File: src/rtl/data_skid_pkg.sv
// Shared types for the data_skid register slice.
//
// Contents:
//   state_t      - slice occupancy state (EMPTY / BUSY / FULL)
//   state_holds  - number of beats held by the slice in a given state
package data_skid_pkg;

  // EMPTY: nothing buffered, out_valid low.
  // BUSY : one beat on the output register, skid register empty.
  // FULL : output register and skid register both hold a beat.
  typedef enum logic [1:0] {
    EMPTY = 2'd0,
    BUSY  = 2'd1,
    FULL  = 2'd2
  } state_t;

  // Occupancy of the slice for a given state.
  function automatic int unsigned state_holds(state_t s);
    case (s)
      BUSY:    return 1;
      FULL:    return 2;
      default: return 0;
    endcase
  endfunction

endpackage : data_skid_pkg

File: src/rtl/data_skid_reg.sv
// Enabled WIDTH-bit register with asynchronous active-high reset to zero.
// Used by data_skid for both the output register and the skid register.
//
// Ports:
//   clk_i  - clock, posedge
//   rst_i  - asynchronous active-high reset, clears q_o
//   en_i   - load enable
//   d_i    - data to load
//   q_o    - registered data
module data_skid_reg #(
  parameter int unsigned WIDTH = 32
) (
  input  logic             clk_i,
  input  logic             rst_i,
  input  logic             en_i,
  input  logic [WIDTH-1:0] d_i,
  output logic [WIDTH-1:0] q_o
);

  logic [WIDTH-1:0] data_q;

  always_ff @(posedge clk_i or posedge rst_i) begin
    if (rst_i) begin
      data_q <= '0;
    end else if (en_i) begin
      data_q <= d_i;
    end
  end

  assign q_o = data_q;

endmodule : data_skid_reg

File: src/rtl/data_skid.sv
// Valid/ready register slice with a two-entry skid buffer. Every output is driven
// directly from a flop, so there is no combinational path from any input to any
// output; this breaks long ready chains between stream stages while sustaining one
// beat per cycle.
//
// Optional feature (macro DATA_SKID_STAT_EN): adds stall_cnt_o, a saturating count of
// cycles with out_valid_o=1 and out_ready_i=0, cleared only by reset.
//
// Ports:
//   clk_i        - clock, posedge
//   rst_i        - asynchronous active-high reset
//   in_data_i    - upstream payload
//   in_valid_i   - upstream valid
//   in_ready_o   - registered ready to upstream
//   out_data_o   - registered payload to downstream
//   out_valid_o  - registered valid to downstream
//   out_ready_i  - downstream ready
//   stall_cnt_o  - stall counter (only with DATA_SKID_STAT_EN)
module data_skid
  import data_skid_pkg::*;
#(
  parameter int unsigned WIDTH     = 32,
  parameter int unsigned CNT_WIDTH = 16
) (
  input  logic                 clk_i,
  input  logic                 rst_i,
  input  logic [WIDTH-1:0]     in_data_i,
  input  logic                 in_valid_i,
  output logic                 in_ready_o,
  output logic [WIDTH-1:0]     out_data_o,
  output logic                 out_valid_o,
  input  logic                 out_ready_i
`ifdef DATA_SKID_STAT_EN
  ,
  output logic [CNT_WIDTH-1:0] stall_cnt_o
`endif
);

  state_t state_q, state_d;
  logic   ready_q, ready_d;
  logic   valid_q, valid_d;

  logic   in_fire, out_fire;
  logic   out_en, out_sel_skid, skid_en;

  logic [WIDTH-1:0] out_d;
  logic [WIDTH-1:0] out_q;
  logic [WIDTH-1:0] skid_q;

  assign in_fire  = in_valid_i & ready_q;
  assign out_fire = valid_q & out_ready_i;

  // Next-state and register-load decode. FULL never accepts input because
  // ready_q is low whenever the slice is FULL.
  always_comb begin
    state_d      = state_q;
    out_en       = 1'b0;
    out_sel_skid = 1'b0;
    skid_en      = 1'b0;
    case (state_q)
      EMPTY: begin
        if (in_fire) begin
          state_d = BUSY;
          out_en  = 1'b1;
        end
      end
      BUSY: begin
        if (in_fire && out_fire) begin
          out_en = 1'b1;
        end else if (in_fire) begin
          // Downstream stalled: park the new beat behind the current one.
          state_d = FULL;
          skid_en = 1'b1;
        end else if (out_fire) begin
          state_d = EMPTY;
        end
      end
      FULL: begin
        if (out_fire) begin
          // Skid beat is older than anything upstream, so it drains first.
          state_d      = BUSY;
          out_en       = 1'b1;
          out_sel_skid = 1'b1;
        end
      end
      default: begin
        state_d = EMPTY;
      end
    endcase
  end

  assign out_d = out_sel_skid ? skid_q : in_data_i;

  // Ready and valid are re-registered from the next state rather than decoded
  // from state_q, keeping both handshake outputs straight off flops.
  assign ready_d = (state_d != FULL);
  assign valid_d = (state_d != EMPTY);

  always_ff @(posedge clk_i or posedge rst_i) begin
    if (rst_i) begin
      state_q <= EMPTY;
      ready_q <= 1'b0;
      valid_q <= 1'b0;
    end else begin
      state_q <= state_d;
      ready_q <= ready_d;
      valid_q <= valid_d;
    end
  end

  data_skid_reg #(
    .WIDTH (WIDTH)
  ) u_out_reg (
    .clk_i (clk_i),
    .rst_i (rst_i),
    .en_i  (out_en),
    .d_i   (out_d),
    .q_o   (out_q)
  );

  data_skid_reg #(
    .WIDTH (WIDTH)
  ) u_skid_reg (
    .clk_i (clk_i),
    .rst_i (rst_i),
    .en_i  (skid_en),
    .d_i   (in_data_i),
    .q_o   (skid_q)
  );

  assign in_ready_o  = ready_q;
  assign out_valid_o = valid_q;
  assign out_data_o  = out_q;

`ifdef DATA_SKID_STAT_EN
  logic [CNT_WIDTH-1:0] stall_q;

  always_ff @(posedge clk_i or posedge rst_i) begin
    if (rst_i) begin
      stall_q <= '0;
    end else if (valid_q && !out_ready_i && (stall_q != '1)) begin
      stall_q <= stall_q + 1'b1;
    end
  end

  assign stall_cnt_o = stall_q;
`else
  // Counter width only matters when statistics are built in.
  logic unused_cnt_width;
  assign unused_cnt_width = ^CNT_WIDTH;
`endif

endmodule : data_skid

File: config.mk
export PLATFORM = sky130hd
export DESIGN_NAME = data_skid
export DESIGN_NICKNAME = d
export VERILOG_FILES = /design/src/rtl/data_skid_pkg.sv /design/src/rtl/data_skid_reg.sv /design/src/rtl/data_skid.sv
export SDC_FILE = /design/constraint.sdc
export NUM_CORES = 1
export LEC_CHECK = 0
export ABC_AREA = 1
export ABC_CLOCK_PERIOD_IN_PS = 2650
export CORE_MARGIN = 1
export CORE_UTILIZATION = 52
export CTS_BUF_LIST = sky130_fd_sc_hd__clkbuf_4
export CTS_CLUSTER_SIZE = 30
export DETAILED_ROUTE_END_ITERATION = 16
export GPL_ROUTABILITY_DRIVEN = 0
export PLACE_DENSITY = 0.9
export SLEW_MARGIN = 20
export SYNTH_ARGS = -nofsm -noshare
export SYNTH_HDL_FRONTEND = slang
export SYNTH_SLANG_ARGS = --single-unit
export TNS_END_PERCENT = 10
File: constraint.sdc
create_clock -name clk_i -period 2.65 [get_ports clk_i]
set_input_delay 0.3975 -clock clk_i [delete_from_list [all_inputs] [get_ports clk_i]]
set_output_delay 0.3975 -clock clk_i [all_outputs]
set_load 0.01 [all_outputs]
==> metrics.txt <==
combinational power share=0.413; critical path, cell by cell=clkdlybuf4s50_1; 1st-iter DRT viols=about 260; CP arrival=between 1 and 1.5 ns; skew final=0.00486 ns; worst-path fanout max=3; nets=about 500; Setup Viol. Count Final=0; yosys warns=0; DP Worst Slack=approximately 0.72 ns; Die Ht=just under 80 um; Num CTS Buffers=9; CTS clk-pin slew, worst paths=~0.1 ns; Internal Pwr Total=2.63 mW; Core ar.=about 0.0056 mm2; I/O Buffers=between 60 and 70; setup TNS=0 ns; Post-CTS Setup Inserts=0; drt total wl=approximately 7400 um; Sequential Power Share=0.431; setup ws final=around 0.90 ns; most common cell after layout, fill and taps aside=nand2_1; CTS tree=yes; synthesized area per cell=approximately 7.7 um2; drc violations=0; die span in x=between 70 and 80 um; detailed placer's ending HPWL=4850 um; cell taking the most area after synthesis=dfrtp_1; mean routed wirelength per cell=13.7 um; post-synthesis cell area=0.00310 mm2; min cycle time layout=about 1.7 ns; Post-Syn Instances=~400; RSZ-0062 raised after global routing=no; post-synth cell types=14; post-cts hold buffer count=0; Slew HR=0.632; GRT Total Usage=0.259; total congestion overflow=0; vias=2898; antenna-violating nets left=0; Via density=between 5 and 6; final core area utilization=0.701; vias in the first global route=between 2000 and 3000; switching power=approximately 1.6 mW; I/O pin total=70; Diodes inserted=0; Area Overhead vs Synth=27.4%; Pleak=roughly 2.1 nW; Peak VDD IR=roughly 570 uV; Die ar.=roughly 0.0063 mm2; H-Tree Depth=3; CP Depth=1; Worst Hold Class=in2async; global-route wire length before repair=approximately 12000 um; CP bufs+invs=1; startpoint types=flop; clk buf depth=2; Crit Path Category=reg2out; worst reg2reg path depth=8; delay-heaviest family, CP=buffers and inverters; overall power=between 4 and 5 mW; Design Area, Final=0.00395 mm2; First-pass DRT Iterations=5; status=completed; share of the synthesized area in the top cell type=0.548; placed inst area=around 0.0038 mm2; initial core utilization=0.550; antenna violations before repair=0; Synth area leaders=dfrtp_1 55%, nand2_1 28%, nand3_1 10%; max_cap viols=0; Synth Register Bits=68; worst skew pair latency=~0.4 ns; max incr delay on CP=between 0.5 and 0.6 ns; Clock power frac=0.156; worst-margin pin slew=0.552 ns; Max Fclk=roughly 0.57 GHz; most frequent cells in the layout=230 x nand2_1, 69 x clkdlybuf4s50_1, 68 x dfrtp_1, 65 x nand3_1, 12 x clkbuf_4; Slew Limit Fails=0; Seq/Total Area, Yosys=0.548; final hold vios=0; post_cts resized=0; WP data required=2.25 ns; Clk Tree Root Cell=clkbuf_4; clock sink total=68; CP Capture Type=output port; switching share of power=0.372; Core Rows=27; Pwr Density=1060 mW/mm2; layout cell share with drive strength beyond 1=0.0638; Mapped Nets=~440; Max stage delay cell, worst path=clkdlybuf4s50_1; largest net degree at the start of global routing=45; Final Cycle Share=0.660
-- registers in the layout (all words and copies together) (netlist names) --
register and flops:
u_out_reg.q_o 32, u_skid_reg.q_o 32, state_q 2, in_ready_o 1, out_valid_o 1
-- per-stage QoR --
step | hold WS, ns | instances
6_report | 0.356 | 542
5_1_grt | 0.406 | 542
4_1_cts | 0.349 | 542
3_5_place_dp | 0.459 | 527
3_3_place_gp | 0.453 | 527
2_1_floorplan | 0.443 | 402
-- cells by family after synthesis --
kind of cell / synth area share
AO/OA/AOI/OAI: 0.00161
buffers and inverters: 0.0528
flip-flops: 0.548
AND/OR/NAND/NOR: 0.397
-- power groups by stage --
| stage | logic [mW] | registers [mW] | clock network [mW] |
|---|---|---|---|
| floorplan | 0.861 | 1.88 | 0 |
| global placement | 1.67 | 1.79 | 0 |
| detailed placement | 1.73 | 1.81 | 0 |
| CTS | 1.74 | 1.80 | 0.666 |
| global route | 1.93 | 1.85 | 0.706 |
| finish | 1.73 | 1.80 | 0.654 |
-- cells in the mapped netlist (all sizes together) --
master and number:
a21oi 1, nand3 65, clkbuf 1, nand2 232, inv 6, nor2 5
buf 24, dfrtp 68
-- path summary, 6_finish.rpt --
| check | startpoint | end | slack [ns] |
|---|---|---|---|
| worst min register to register | u_skid_reg.q_o[5] | u_skid_reg.q_o[5] | 0.48 |
| max in group asynchronous | rst_i | u_out_reg.q_o[6] | 1.68 |
| worst max register to register | out_valid_o | out_valid_o | 1.14 |
| min in group clk_i | u_skid_reg.q_o[5] | u_skid_reg.q_o[5] | 0.48 |
| worst max-delay path | in_ready_o | in_ready_o | 0.90 |
| worst min-delay path | rst_i | state_q[1] | 0.36 |
-- layout make-up --
class / instances / area, um2
sequential: 68 / 1700
fill: 428 / 1690
multi-input combinational: 303 / 1240
timing repair buffer: 78 / 771
clock buffer: 12 / 90.1
tap: 72 / 90.1
clock inverter: 3 / 38.8
inverter: 6 / 22.5
-- metal layers --
| metal | GRT usage | vias up | wire (um) |
|---|---|---|---|
| met1 | 0.352 | 1360 | 3160 |
| met3 | 0.0552 | 17 | 475 |
| met2 | 0.411 | 137 | 3650 |
| met5 | 0 | - | 0 |
| li1 | - | 1384 | - |
| met4 | 0.0891 | 0 | 144 |
Note: power is estimated with default switching activity, not from simulation.
